**src/rtl/dmem_ctrl_pkg.sv**
```systemverilog
// Shared widths and FSM state encoding for the byte-serial data memory controller.
package dmem_ctrl_pkg;

    localparam int ADDR_W    = 5;
    localparam int DATA_W    = 32;
    localparam int BYTE_W    = 8;
    localparam int BEATS     = 4;
    localparam int NUM_PORTS = 2;

    typedef enum logic [1:0] {
        S_IDLE = 2'd0,
        S_BEAT = 2'd1,
        S_DONE = 2'd2
    } state_t;

endpackage

```
**src/rtl/rr_arb2.sv**
```systemverilog
// Two-way round-robin arbiter; pointer names the port preferred on a tie.
module rr_arb2
    import dmem_ctrl_pkg::*;
(
    input  logic                 clk,
    input  logic                 rst,
    input  logic [NUM_PORTS-1:0] request,
    input  logic                 advance,
    output logic [NUM_PORTS-1:0] grant_onehot
);

    logic r_ptr;

    always_comb begin
        grant_onehot = request;
        if (request == 2'b11)
            grant_onehot = r_ptr ? 2'b10 : 2'b01;
    end

    // After a grant the other port gets preference.
    always_ff @(posedge clk) begin
        if (rst)
            r_ptr <= 1'b0;
        else if (advance && |grant_onehot)
            r_ptr <= grant_onehot[0];
    end

endmodule

```
**src/rtl/dmem_ctrl.sv**
```systemverilog
// Two-port word load/store controller over a byte-wide memory, one byte per beat.
module dmem_ctrl
    import dmem_ctrl_pkg::*;
(
    input  logic              clk,
    input  logic              rst,
    input  logic              p0_req,
    input  logic              p0_we,
    input  logic [ADDR_W-1:0] p0_addr,
    input  logic [DATA_W-1:0] p0_wdata,
    output logic              p0_gnt,
    output logic              p0_done,
    output logic [DATA_W-1:0] p0_rdata,
    input  logic              p1_req,
    input  logic              p1_we,
    input  logic [ADDR_W-1:0] p1_addr,
    input  logic [DATA_W-1:0] p1_wdata,
    output logic              p1_gnt,
    output logic              p1_done,
    output logic [DATA_W-1:0] p1_rdata,
    output logic              busy,
    output logic              mem_sw,
    output logic [ADDR_W-1:0] mem_wr_addr,
    output logic [ADDR_W-1:0] mem_rd_addr,
    output logic [DATA_W-1:0] mem_wr_data,
    input  logic [DATA_W-1:0] mem_rd_data
);

    state_t              r_state;
    state_t              w_next;
    logic [1:0]          r_beat;
    logic                r_owner;
    logic                r_we;
    logic [ADDR_W-1:0]   r_addr;
    logic [DATA_W-1:0]   r_wdata;
    logic [DATA_W-1:0]   r_rdata0;
    logic [DATA_W-1:0]   r_rdata1;

    logic [NUM_PORTS-1:0] w_req;
    logic [NUM_PORTS-1:0] w_grant;
    logic                 w_start;
    logic                 w_win;
    logic [4:0]           w_bit;
    logic                 w_unused;

    assign w_req    = {p1_req, p0_req};
    assign w_start  = (r_state == S_IDLE) && |w_req;
    assign w_win    = w_grant[1];
    assign w_bit    = {r_beat, 3'b000};
    assign w_unused = ^mem_rd_data[DATA_W-1:BYTE_W];

    rr_arb2 u_arb (
        .clk          (clk),
        .rst          (rst),
        .request      (w_req),
        .advance      (w_start),
        .grant_onehot (w_grant)
    );

    always_comb begin
        w_next = r_state;
        unique case (r_state)
            S_IDLE: if (|w_req) w_next = S_BEAT;
            S_BEAT: if (r_beat == 2'(BEATS - 1)) w_next = S_DONE;
            S_DONE: w_next = S_IDLE;
            default: w_next = S_IDLE;
        endcase
    end

    always_ff @(posedge clk) begin
        if (rst) begin
            r_state  <= S_IDLE;
            r_beat   <= 2'd0;
            r_owner  <= 1'b0;
            r_we     <= 1'b0;
            r_addr   <= '0;
            r_wdata  <= '0;
            r_rdata0 <= '0;
            r_rdata1 <= '0;
        end else begin
            r_state <= w_next;
            if (w_start) begin
                r_owner <= w_win;
                r_we    <= w_win ? p1_we    : p0_we;
                r_addr  <= w_win ? p1_addr  : p0_addr;
                r_wdata <= w_win ? p1_wdata : p0_wdata;
                r_beat  <= 2'd0;
            end else if (r_state == S_BEAT) begin
                r_beat <= r_beat + 2'd1;
            end
            // Loads assemble little-endian, one byte lane per beat.
            if (r_state == S_BEAT && !r_we) begin
                if (r_owner)
                    r_rdata1[w_bit +: BYTE_W] <= mem_rd_data[BYTE_W-1:0];
                else
                    r_rdata0[w_bit +: BYTE_W] <= mem_rd_data[BYTE_W-1:0];
            end
        end
    end

    always_comb begin
        mem_sw      = 1'b0;
        mem_wr_addr = '0;
        mem_rd_addr = '0;
        mem_wr_data = '0;
        p0_gnt      = 1'b0;
        p1_gnt      = 1'b0;
        p0_done     = 1'b0;
        p1_done     = 1'b0;
        if (r_state == S_BEAT) begin
            mem_wr_addr = r_addr + ADDR_W'(r_beat);
            mem_rd_addr = r_addr + ADDR_W'(r_beat);
            // Reset edge must not commit the in-flight byte.
            mem_sw      = r_we && !rst;
            mem_wr_data = {{(DATA_W-BYTE_W){1'b0}}, r_wdata[w_bit +: BYTE_W]};
            p0_gnt      = (r_beat == 2'd0) && !r_owner;
            p1_gnt      = (r_beat == 2'd0) &&  r_owner;
        end
        if (r_state == S_DONE) begin
            p0_done = !r_owner;
            p1_done =  r_owner;
        end
    end

    assign busy     = (r_state != S_IDLE);
    assign p0_rdata = r_rdata0;
    assign p1_rdata = r_rdata1;

endmodule

```
**config.mk**
```make
export PLATFORM = sky130hd
export DESIGN_NAME = dmem_ctrl
export DESIGN_NICKNAME = d
export VERILOG_FILES = /design/src/rtl/dmem_ctrl_pkg.sv /design/src/rtl/rr_arb2.sv /design/src/rtl/dmem_ctrl.sv
export SDC_FILE = /design/constraint.sdc
export NUM_CORES = 1
export LEC_CHECK = 0
export BUFFER_PORTS_ARGS = -buffer_cell sky130_fd_sc_hd__buf_2
export CAP_MARGIN = 20
export CORE_ASPECT_RATIO = 1.4
export CORE_MARGIN = 2
export CORE_UTILIZATION = 40
export DETAILED_ROUTE_END_ITERATION = 10
export GPL_ROUTABILITY_DRIVEN = 1
export PLACE_DENSITY = 0.71
export SLEW_MARGIN = 5
export SYNTH_ARGS = -nofsm -noshare
export SYNTH_HDL_FRONTEND = slang
export SYNTH_SLANG_ARGS = --single-unit
```
**constraint.sdc**
```tcl
create_clock -name clk -period 1.97 [get_ports clk]
set_input_delay 0.0985 -clock clk [delete_from_list [all_inputs] [get_ports clk]]
set_output_delay 0.0985 -clock clk [all_outputs]
set_load 0.02 [all_outputs]
```
### Word level (Yosys, flattened, before mapping)

Index checks and enable logic that the tools add are counted.

| storage, ports and cells | value |
|---|---|
| register bits | 108 |
| input port bits | 112 |
| output and inout port bits | 112 |
| word-level logic and storage cells | 57 |

| cells by class | value |
|---|---|
| $add $sub $neg | 3 |
| equality and inequality tests | 6 |
| shifts and indexed selects | 3 |
| muxes and demuxes | 17 |
| bitwise logic cells | 1 |
| reductions and logical operators | 18 |

Operators with widths:

| operator | count |
|---|---|
| $bwmux 32 | 2 |
| $mux 32 | 1 |
| $shift 8x7->32 const A | 1 |
| $shiftx 32x6->8 | 1 |
| $shiftx 8x7->32 | 1 |
| $mux 5 | 2 |
| $mux 2 | 4 |
| $mux 8 | 1 |
| $neg 5->7 | 1 |
| $eq 2x2->1 const B | 3 |
| $logic_and 1x1->1 | 6 |
| $mux 1 | 6 |
| $reduce_and 2->1 | 3 |
| $reduce_or 2->1 | 3 |
| $add 5x2->5 | 1 |
| $logic_not 2->1 | 2 |
| $pmux 2 s2 | 1 |
| $logic_not 1->1 | 3 |
| $add 2x1->2 const B | 1 |
| $eq 2x1->1 const B | 1 |
| $ne 2x1->1 const B | 1 |
| $ne 2x2->1 const B | 1 |
| $reduce_bool 2->1 | 1 |
| $not 1->1 | 1 |

### Logic depth before layout (Yosys ltp)

Gate-level depths: netlist of run 1.

| depth | value |
|---|---|
| depth after elaboration | 4 |
| mapped depth | 9 |
| depth with buffers taken out | 5 |

### Modules after synthesis

From an unflattened synthesis of run 1, not the netlist that was laid out.

| second synthesis, totals | value |
|---|---|
| cells, all modules | 522 |
| area total of the unflattened synthesis | 5175.0 sq um |

By module, submodules not included:

| module | times used | cells each | area each (sq um) | sequential area each (sq um) |
|---|---|---|---|---|
| dmem_ctrl | 1 | 515 | 5109.9 | 2142.1 |
| rr_arb2 | 1 | 7 | 65.1 | 20.0 |

### Worst setup path before layout of run 1

OpenSTA, ideal clock, no wires.

| timing | value |
|---|---|
| kind | register to output |
| from | register r_beat[1] |
| to | output mem_wr_addr[4] |
| data arrival time | 2256 ps |
| data required time | 1871 ps |
| setup slack | -384 ps |
| cell stages (with the launch flop) | 7 |
| path buffers | 2 |
| cell sequence | dfxtp_1 clkbuf_1 inv_1 fa_1 or3_1 a21oi_1 buf_4 |

| on the way | value |
|---|---|
| word-level cells in the longest chain between the ends | 2 |

RTL lines:

| element | RTL line | source |
|---|---|---|
| start, declared | dmem_ctrl.sv:31 | `logic [1:0] r_beat;` |
| start signal, assigned | dmem_ctrl.sv:89 | `r_beat <= r_beat + 2'd1;` |
| $add 5x2->5 | - |  |
| $mux 5 | - |  |
| end, declared | dmem_ctrl.sv:23 | `output logic [ADDR_W-1:0] mem_wr_addr,` |

Every way passes these cells.

### Worst setup path after layout of run 1

| timing | value |
|---|---|
| from | register r_addr[0] |
| to | output mem_wr_addr[4] |

| on the way | value |
|---|---|
| word-level cells in the longest chain between the ends | 2 |

RTL lines:

| element | RTL line | source |
|---|---|---|
| start, declared | dmem_ctrl.sv:34 | `logic [ADDR_W-1:0] r_addr;` |
| start signal, assigned | dmem_ctrl.sv:85 | `r_addr <= w_win ? p1_addr : p0_addr;` |
| $add 5x2->5 | dmem_ctrl.sv:111 | `mem_wr_addr = r_addr + ADDR_W'(r_beat);` |
| $mux 5 | dmem_ctrl.sv:110 | `if (r_state == S_BEAT) begin` |

Every way passes these cells.

==> results of run 1 <==
where the power goes:
group,leakage [nW],switching [mW],internal (mW)
clock network,0.130,0.835,0.867
registers,0.882,0.0760,2.29
logic,1.98,0.507,0.333
synth_stat cells (all sizes together) (9+ instances only):
cell type	instances	share of area, %
a21oi	43	4.0
a311oi	39	6.4
a32o	16	3.0
and2	9	1.1
buf	53	6.9
clkbuf	27	2.0
dfxtp	108	40
mux2i	49	9.2
nand2	73	5.3
nand3	45	5.0
o21ai	41	3.8
through the flow:
stage          worst slack, ns  std cells  power (mW)  utilization [%]  hold slack, ns
6_report                0.0156        912        4.91             50.1          0.0282
3_3_place_gp             0.150        892        3.23             47.3           0.387
5_1_grt                -0.0301        912        5.12             50.1          0.0233
3_5_place_dp             0.129        892        3.23             47.3           0.391
4_1_cts                -0.0304        909        4.95             49.9          0.0187
2_1_floorplan          -0.0113        597        3.00                -           0.279
critical path, stage by stage (launching register included):
cell     delay, ns
dfxtp_2       0.36
ha_4          0.14
inv_2         0.03
fa_2          0.34
or3_4         0.34
a21oi_4       0.16
buf_6         0.14
worst max-delay path by stage:
stage | startpoint | to | slack [ns]
2_1_floorplan | r_beat[1] | mem_wr_addr[4] | -0.01
3_3_place_gp | r_beat[0] | mem_wr_addr[4] | 0.15
3_5_place_dp | r_beat[0] | mem_rd_addr[4] | 0.13
4_1_cts | r_addr[0] | mem_wr_addr[4] | -0.03
5_1_grt | r_addr[0] | mem_wr_addr[4] | -0.03
6_report | r_addr[0] | mem_wr_addr[4] | 0.02
routing by layer:
metal	global-route usage [%]	vias to the layer above	part of all wire, %
li1	-	2348	-
met1	24.1	2257	40
met2	35.0	179	52
met3	4.81	14	6.8
met4	5.33	0	1.3
met5	0	-	0
cells by family (layout without fill, tap and decap cells):
logic type	after synthesis	count (layout)	synth area share, %
AO/OA/AOI/OAI	140	140	17.4
flip-flops	108	108	40.4
multiplexers	57	57	13.1
other	1	24	0.0701
AND/OR/NAND/NOR	170	170	17.2
XOR/XNOR	2	2	0.327
adder cells (fa/ha/maj)	8	8	2.01
buffers and inverters	88	221	9.47
final cells by class:
| type | instances | area (sq um) |
|---|---|---|
| clock buffer | 9 | 225 |
| clock inverter | 6 | 48.8 |
| fill | 1273 | 6590 |
| inverter | 8 | 30.0 |
| multi-input combinational | 401 | 2800 |
| sequential | 108 | 2170 |
| tap | 182 | 228 |
| timing repair buffer | 198 | 1120 |
flip-flops by register name, indices dropped and copies added, names as in the netlist:
signal       flops
r_owner          1
p1_rdata        32
r_beat           2
u_arb.r_ptr      1
p0_rdata        32
r_wdata         32
r_we             1
r_state          2
r_addr           5
what timing repair did:
item                       in CTS  in global routing
pin swaps                       4                  2
setup endpoints to repair      10                  9
hold endpoints to repair        0                  0
gates cloned                    0                  0
setup buffers                   2                  3
resized for setup              19                  9
==> summary.md, run 1 <==
| Metric | Value |
|---|---|
| Total negative slack | `0 ns` |
| Hold Path Stages | `3` |
| Critical path arrival | `between 1.5 and 2 ns` |
| Die ar. | `between 10,000 and 15,000 sq um` |
| Post-CTS Hold Buffers | `0` |
| Clk sinks | `between 100 and 150` |
| Seq cells post-synth | `approximately 110` |
| Setup Viol. Count Final | `0` |
| Hold_sp | `p0_wdata[2]` |
| Main synth FF type | `dfxtp_1` |
| Number of global-route vias before repair | `between 4,000 and 5,000` |
| Fmax | `about 510 MHz` |
| Grt total ovfl | `0` |
| Die Wd | `102 microns` |
| Synth warn | `0` |
| Worst path required time | `between 1.5 and 2 ns` |
| Commonest non-fill, non-tap cell in the layout | `buf_2` |
| Worst Tran Pin Value | `~0.73 ns` |
| Clock Pin Slew Worst Setup and Hold Paths | `approximately 0.070 ns` |
| Power Density | `between 700 and 800 nW/um^2` |
| Outcome | `finished, final reports clean` |
| Post-synthesis sequential area ratio | `40.4%` |
| Reg2reg setup slack | `0.12 ns` |
| First-pass GRT wire length | `22,600 microns` |
| Worst Skew | `0.00566 ns` |
| Boundary Pins | `224` |
| Gate Count Post-Synth | `between 500 and 600` |
| H-tree Lvls | `3` |
| RR Endpoint | `p1_rdata[6]` |
| CTS Buf Count | `9` |
| Final hold violations | `0` |
| FF-to-FF Start | `r_beat[0]` |
| Design area | `between 6000 and 7000 sq um` |
| Vias per std cell | `5.26` |
| Unrepaired setup endpoints after global routing | `yes` |
| Latest clock arrival within the worst-skew pair | `~0.34 ns` |
| CP endpoint kind | `output port` |
| First drt pass iteration count | `4` |
| Final Max Tran Viols | `0` |
| Fraction of layout cells with a size suffix above 1 | `33.0%` |
| N_diodes | `0` |
| Post-synth EDFFs | `0` |
| Pleak | `between 2 and 3 nW` |
| HP Class | `in2reg` |
| DR vias | `roughly 4,800` |
| Min Tclk post-route | `just under 2 ns` |
| Max-slew headroom | `approximately half` |
| Port bufs | `about 180` |
| Max-cap violations | `0` |
| NumNets Final | `approximately 850` |
| Clock Tree Buf Depth | `2` |
| Max rail drop VDD | `0.340 mV` |
| Drt total wl | `14,600 microns` |
| Mapped Avg Cell Area | `9.32 sq um` |
| GRT Total Usage | `20.0%` |
| DP HPWL | `approximately 11,000 microns` |
| Cell Area, Placed | `between 6000 and 7000 sq um` |
| Max Fanout on Critical Path | `2` |
| Distinct cells, synth | `47` |
| Clk root buf | `clkbuf_16` |
| Startpoint types | `flip-flop` |
| Routed Antenna Nets | `0` |
| FP Rows | `50` |
| Hold endpoint | `r_wdata[2]` |
| Final period util | `~99%` |
| R2R depth | `6` |
| TritonCTS clock tree | `yes` |
| DIE HEIGHT | `approximately 140 microns` |
| Most frequent cells in the layout | `buf_2, dfxtp_1, nand2_1, mux2i_1` |
| Synth Cell Area | `about 5400 sq um` |
| Synth async-reset ratio | `0%` |
| Final Wtd Congestion | `between 0.7 and 0.8` |
| Critical Setup Path Class | `reg2out` |
| Largest net degree at the start of global routing | `44` |
| Wirelength per Cell | `16.0 microns` |
| # DRC | `0` |
| Initial antenna violation count | `0` |
| Layout area overhead | `23.6%` |
| Initial core utilization | `40.5%` |
| Total core area | `13,200 sq um` |
| First DRT Iteration DRCs | `120` |
Power figures use the tool's default switching activity.
==> run 2, diff against run 1 <==
--- a/config.mk
+++ b/config.mk
@@ -7,7 +7,7 @@
 export LEC_CHECK = 0
 export BUFFER_PORTS_ARGS = -buffer_cell sky130_fd_sc_hd__buf_2
 export CAP_MARGIN = 20
-export CORE_ASPECT_RATIO = 1.4
+export CORE_ASPECT_RATIO = 1.1
 export CORE_MARGIN = 2
 export CORE_UTILIZATION = 40
 export DETAILED_ROUTE_END_ITERATION = 10
==> run 2 against run 1 <==
Compared with the run above:
- the run now ends with negative setup slack left
- register-to-register slack gained 0.07 ns
- final cell count shrank 2.5%
- sequential power is essentially flat
- die area is essentially flat
- non-clock buffer count shrank 3
- hold slack lost 0.0095 ns
- count of clock-buffer cells in the layout is the same
- fmax shrank 2.2%
- via count grew 1.0%
- critical path type unchanged
- critical endpoint is now mem_wr_data[4]
==> summary.md, run 2 (same netlist as run 1, synthesis figures left out) <==
| Metric | Value |
|---|---|
| Outcome | `finished, violations left` |
| Failing checks | `negative setup slack` |
| Final Wtd Congestion | `slightly below 0.8` |
| First drt pass iteration count | `4` |
| Critical path arrival | `1.90 ns` |
| Worst hold slack | `0.0186 ns` |
| Most frequent cells in the layout | `buf_2, dfxtp_1, nand2_1, mux2i_1` |
| Worst path required time | `about 1.9 ns` |
| FP Rows | `44` |
| Max Fanout on Critical Path | `18` |
| First DRT Iteration DRCs | `around 330` |
| Vias per std cell | `around 5.5` |
| Clock Pin Slew Worst Setup and Hold Paths | `~0.080 ns` |
| Worst Skew | `~0.008 ns` |
| Boundary Pins | `224` |
| # DRC | `0` |
| Post-CTS Hold Buffers | `0` |
| Layout area overhead | `23.0%` |
| Max-cap violations | `0` |
| Reg2reg setup slack | `0.19 ns` |
| Worst Tran Pin Value | `between 0.7 and 0.8 ns` |
| Number of global-route vias before repair | `4,514` |
| Slowest cell delay on critical path | `a little over 0.6 ns` |
| Total core area | `roughly 13,000 sq um` |
| DP HPWL | `10,600 microns` |
| Final period util | `101%` |
| NumNets Final | `around 840` |
| Initial core utilization | `40.7%` |
| Wirelength per Cell | `approximately 17 microns` |
| TritonCTS clock tree | `yes` |
| Placed cell count | `between 800 and 900` |
| Largest net degree at the start of global routing | `47` |
| Routed Antenna Nets | `0` |
| FF/Latch Area | `between 2000 and 2500 sq um` |
| Unrepaired setup endpoints after global routing | `yes` |
| Max rail drop VDD | `0.395 mV` |
| R2R depth | `5` |
| GRT Total Usage | `between 20% and 30%` |
| Commonest non-fill, non-tap cell in the layout | `buf_2` |
| Crit path max-delay cell type | `mux4_1` |
| Startpoint types | `flip-flop` |
| Clk sinks | `108` |
| Hold_sp | `p0_wdata[3]` |
| DIE HEIGHT | `between 100 and 150 microns` |
| Crit path cell chain | `buf_6, mux4_1, and2_1, buf_2` |
| Max-slew headroom | `between 50% and 60%` |
| H-tree Lvls | `3` |
| Drt total wl | `14,700 microns` |
| Latest clock arrival within the worst-skew pair | `around 0.36 ns` |
| Finished Layout Cells | `889` |
| Grt total ovfl | `0` |
| Power Density | `756 nW/um^2` |
| DR vias | `4,846` |
| RR Endpoint | `p1_rdata[16]` |
| Clk root buf | `clkbuf_16` |
| CP endpoint kind | `output port` |
| Critical Setup Path Class | `reg2out` |
| Fmax | `~500 MHz` |
| Pleak | `around 3 nW` |
| Setup ws final | `-0.0287 ns` |
| Die ar. | `around 14,000 sq um` |
| Initial antenna violation count | `0` |
| Hold Path Stages | `3` |
| HP Class | `in2reg` |
| # fillers | `roughly 1,200` |
| Clock Tree Buf Depth | `2` |
| Min Tclk post-route | `about 2 ns` |
| N_diodes | `0` |
| Multi-input logic area | `between 2000 and 3000 sq um` |
| Setup Viol. Count Final | `4` |
| Final hold violations | `0` |
| First-pass GRT wire length | `around 23,000 microns` |
| Die Wd | `114 microns` |
| Port bufs | `roughly 180` |
| CTS Buf Count | `9` |
| Final Max Tran Viols | `0` |
| Fraction of layout cells with a size suffix above 1 | `approximately a third` |
| Hold endpoint | `r_wdata[3]` |
| FF-to-FF Start | `r_beat[1]` |
==> run 2: changes by cell type in the layout (fill, tap and decap cells not counted), sizes merged <==
cell	delta
buf	-2
clkbuf	-1
clkinv	+2
clkinvlp	-2
inv	+1
==> run 2: layout make-up <==
cell class	count	share of cell area [%]
clock inverter	7	1.01
clock buffer	9	3.42
tap	161	3.06
multi-input combinational	401	42.7
timing repair buffer	195	16.5
sequential	108	32.9
inverter	8	0.456
==> run 2: routing by layer <==
metal  vias to the layer above  global-route usage (%)  share of wire [%]
met4                         0                    8.90                2.5
met2                       216                    32.7                 47
li1                       2344                       -                  -
met3                        24                    4.02                6.7
met1                      2262                    26.0                 43
met5                         -                       0                  0
==> run 2: worst max-delay path by stage <==
stage / from / endpoint / cells past startpoint
after CTS: r_beat[0] / mem_wr_addr[4] / 6
after global placement: r_beat[0] / mem_wr_addr[4] / 6
after global routing: r_beat[1] / mem_wr_addr[4] / 5
after detailed placement: r_beat[0] / mem_rd_addr[4] / 6
after floorplan: r_beat[1] / mem_wr_addr[4] / 6
final: r_beat[0] / mem_wr_data[4] / 4
==> run 2: critical path, delay by kind of cell, from the launching register on <==
family        cells  cell delay, ns
mux               1            0.62
flops             1            0.37
buf+inv           2            0.37
simple gates      1            0.18
==> run 2: metrics by stage <==
step	setup TNS (ns)	util (%)	worst slack [ns]	power [mW]	area, sq um
detailed placement	0	47.2	0.145	3.22	6210
CTS	-0.391	49.8	-0.0882	5.01	6560
global route	-0.623	50.0	-0.0694	5.17	6580
global placement	0	47.2	0.189	3.21	6210
floorplan	-0.0113	-	-0.0113	3.00	5450
finish	-0.0877	50.0	-0.0287	4.98	6580
==> run 2: power breakdown <==
group / switching, mW / internal (mW)
sequential: 0.0720 / 2.29
clock: 0.899 / 0.893
combinational: 0.507 / 0.322
total: 1.48 / 3.50
==> run 2: timing repair <==
action,in CTS,in global routing
setup buffers,1,3
pin swaps,4,2
resized for setup,15,1
setup endpoints to repair,12,12
==> run 3, diff against run 2 <==
--- a/config.mk
+++ b/config.mk
@@ -5,6 +5,7 @@
 export SDC_FILE = /design/constraint.sdc
 export NUM_CORES = 1
 export LEC_CHECK = 0
+export ABC_AREA = 1
 export BUFFER_PORTS_ARGS = -buffer_cell sky130_fd_sc_hd__buf_2
 export CAP_MARGIN = 20
 export CORE_ASPECT_RATIO = 1.1
@@ -13,6 +14,7 @@
 export DETAILED_ROUTE_END_ITERATION = 10
 export GPL_ROUTABILITY_DRIVEN = 1
 export PLACE_DENSITY = 0.71
+export SETUP_SLACK_MARGIN = 0.15
 export SLEW_MARGIN = 5
 export SYNTH_ARGS = -nofsm -noshare
 export SYNTH_HDL_FRONTEND = slang
==> run 3 against run 2 <==
Compared with the run above:
- the run now ends clean
- final cell count increased by 38%
- largest cell class unchanged
- sequential cell count is the same
- die area increased by 2.9%
- non-clock buffer count is 1 lower
- via count increased by 15%
- synthesized area is 3.0% higher
- sequential power barely moved
- highest routed layer unchanged
- sequential share of layout area down 1.8 points
- combinational power increased by 27%
- register-to-register slack improved by 0.08 ns
==> summary.md, run 3 <==
| Metric | Value |
|---|---|
| Outcome | `finished, final reports clean` |
| First-pass GRT wire length | `approximately 24,000 microns` |
| Wirelength per Cell | `around 12 microns` |
| R2R depth | `7` |
| Final hold violations | `0` |
| Critical Setup Path Class | `reg2out` |
| Mapped Avg Cell Area | `roughly 6.3 sq um` |
| Gate Count Post-Synth | `just under 900` |
| Die ar. | `roughly 15,000 sq um` |
| Setup ws final | `between 0.08 and 0.09 ns` |
| Initial core utilization | `40.5%` |
| FF-to-FF Start | `r_beat[0]` |
| Distinct cells, synth | `34` |
| Routed Antenna Nets | `0` |
| Fraction of layout cells with a size suffix above 1 | `25.0%` |
| Final Wtd Congestion | `0.912` |
| Pre-CTS worst setup slack | `roughly 0.05 ns` |
| Clock Power Share | `35.3%` |
| Most frequent cells in the layout | `nand2_1, buf_2, nor2_1, dfxtp_1, inv_1` |
| Die Wd | `between 100 and 150 microns` |
| Max rail drop VDD | `slightly below 0.4 mV` |
| Most area-hungry cell type in the Yosys netlist | `dfxtp_1` |
| Final Max Tran Viols | `0` |
| Synth async-reset ratio | `0%` |
| Internal Dissipation | `~3.7 mW` |
| Min Tclk post-route | `about 1.9 ns` |
| Main synth FF type | `dfxtp_1` |
| Clock Pin Slew Worst Setup and Hold Paths | `~0.070 ns` |
| Max-cap violations | `0` |
| First drt pass iteration count | `5` |
| Logic pwr share | `roughly 20%` |
| Initial antenna violation count | `0` |
| Boundary Pins | `~220` |
| Clk sinks | `roughly 110` |
| Layout area overhead | `26.3%` |
| Max-slew headroom | `56.8%` |
| H-tree Lvls | `3` |
| Post-synth top cells | `nand2_1, nor2_1, dfxtp_1` |
| Seq cells post-synth | `108` |
| DIE HEIGHT | `127 microns` |
| NumNets Final | `approximately 1,200` |
| Synth area leaders | `dfxtp_1, nand2_1, nor2_1, inv_1, buf_4` |
| Drt total wl | `14,700 microns` |
| CP endpoint kind | `output port` |
| Post-synthesis sequential area ratio | `39.2%` |
| DP HPWL | `10,800 microns` |
| Clock Tree Buf Depth | `2` |
| Critical path arrival | `roughly 1.8 ns` |
| Commonest non-fill, non-tap cell in the layout | `nand2_1` |
| CTS Buf Count | `9` |
| Final Util | `about 51%` |
| HP Class | `in2reg` |
| TritonCTS clock tree | `yes` |
| Number of global-route vias before repair | `about 4,900` |
| # fillers | `between 1,000 and 1,500` |
| Vias per std cell | `between 4 and 5` |
| Power Density | `between 700 and 800 nW/um^2` |
| RR Endpoint | `p0_rdata[27]` |
| Crit. Startpoint | `r_addr[0]` |
| Pleak | `~3.8 nW` |
| Largest net degree at the start of global routing | `41` |
| DR vias | `roughly 5,600` |
| Reg2reg setup slack | `between 0.2 and 0.3 ns` |
| Share of the synthesized area in the top cell type | `39.2%` |
| Port bufs | `between 150 and 200` |
| Setup Viol. Count Final | `0` |
| Synth Cell Area | `5510 sq um` |
| Latest clock arrival within the worst-skew pair | `between 0.3 and 0.4 ns` |
| Worst hold slack | `about 0.025 ns` |
| Final period util | `95.7%` |
| Synth warn | `0` |
| Count leader, synth | `nand2_1` |
| Unrepaired setup endpoints after global routing | `yes` |
| Startpoint types | `flip-flop` |
| Max Fanout on Critical Path | `2` |
| Clk root buf | `clkbuf_16` |
| First DRT Iteration DRCs | `381` |
| Total negative slack | `0 ns` |
| Critical path endpoint | `mem_wr_addr[4]` |
| Seq pwr share | `44.9%` |
| GRT Total Usage | `between 20% and 30%` |
| Switching Fraction | `30.9%` |
| Post-synth EDFFs | `0` |
| Total core area | `13,600 sq um` |
| FP Rows | `45` |
| Worst Tran Pin Value | `roughly 0.65 ns` |
| Psw | `around 1.6 mW` |
| Grt total ovfl | `0` |
| Worst path required time | `~1.9 ns` |
| Worst Skew | `0.0105 ns` |
| # DRC | `0` |
| Fmax | `between 500 and 600 MHz` |
run 3: cell types whose count changed in the layout (fill, tap and decap cells not counted), moves of 9 or more:
cell      delta
o21ai_0     -16
a32o_1      -16
and2_1       -9
nand2_1    +301
nor2_1     +124
mux2i_1     -49
a311oi_1    -39
inv_1       +60
nand3_1     -28
run 3: power by group through the flow:
| stage | Clock [mW] | Sequential [mW] | Combinational [mW] |
|---|---|---|---|
| floorplan | 0 | 2.44 | 0.703 |
| global placement | 0 | 2.43 | 0.983 |
| detailed placement | 0 | 2.43 | 0.991 |
| CTS | 1.91 | 2.38 | 1.02 |
| global route | 1.99 | 2.39 | 1.18 |
| finish | 1.87 | 2.38 | 1.05 |
run 3: worst max-delay path: stages, from the launching register on:
cell	delay [ns]
dfxtp_2	0.36
ha_4	0.14
inv_2	0.03
fa_2	0.34
nor2_2	0.12
nand2_2	0.10
o21ai_4	0.16
a21oi_4	0.05
buf_6	0.14
run 3: metrics by stage:
step | std cells | power [mW] | area (sq um)
global placement | 1206 | 3.41 | 6420
detailed placement | 1206 | 3.42 | 6420
floorplan | 897 | 3.14 | 5630
CTS | 1228 | 5.31 | 6840
global route | 1230 | 5.57 | 6960
finish | 1231 | 5.30 | 6960
run 3: logic make-up (layout without fill, tap and decap cells):
logic type                 count (synthesis)  in the layout  synth area share [%]
and+or+nand+nor                          544            544                  39.3
buffers and inverters                    142            287                  12.7
DFF                                      108            108                  39.2
AOI/OAI and AO/OA                         71             71                  6.76
adders and majority gates                  8              8                  1.95
other                                      1             25                0.0680
run 3: final cells by class:
| class | count | area (sq um) | share of cell area (%) |
|---|---|---|---|
| multi-input cells | 647 | 2870 | 41.2 |
| flip-flops and latches | 108 | 2170 | 31.1 |
| repair buffers | 194 | 1080 | 15.5 |
| inverters | 77 | 298 | 4.28 |
| well taps | 188 | 235 | 3.38 |
| clock buffers | 9 | 225 | 3.23 |
| clock inverters | 7 | 80.1 | 1.15 |
| diodes | 1 | 2.50 | 0.0359 |
run 3: routing by layer:
metal  GRT usage [%]  routed length, microns
met1            26.0                    6310
met2            33.6                    7130
met3            3.98                    1020
met4            6.16                     216
met5               0                       0
run 3: timing repair:
| action | CTS | global route |
|---|---|---|
| gates resized for setup | 25 | 29 |
| setup endpoints to repair | 23 | 74 |
| pin swaps | 4 | 11 |
| hold buffers | 0 | 0 |
| buffers inserted | 6 | 2 |
run 3: worst min path at each step:
| stage | cells after the start | to | from | slack (ns) |
|---|---|---|---|---|
| after floorplan | 2 | p0_rdata[17] | mem_rd_data[1] | 0.28 |
| after global placement | 5 | r_wdata[13] | p1_wdata[13] | 0.38 |
| after detailed placement | 5 | r_wdata[13] | p1_wdata[13] | 0.38 |
| after CTS | 5 | r_wdata[29] | p1_wdata[29] | 0.01 |
| after global routing | 5 | r_wdata[28] | p1_wdata[28] | 0.04 |
| final | 5 | r_wdata[24] | p1_wdata[24] | 0.03 |
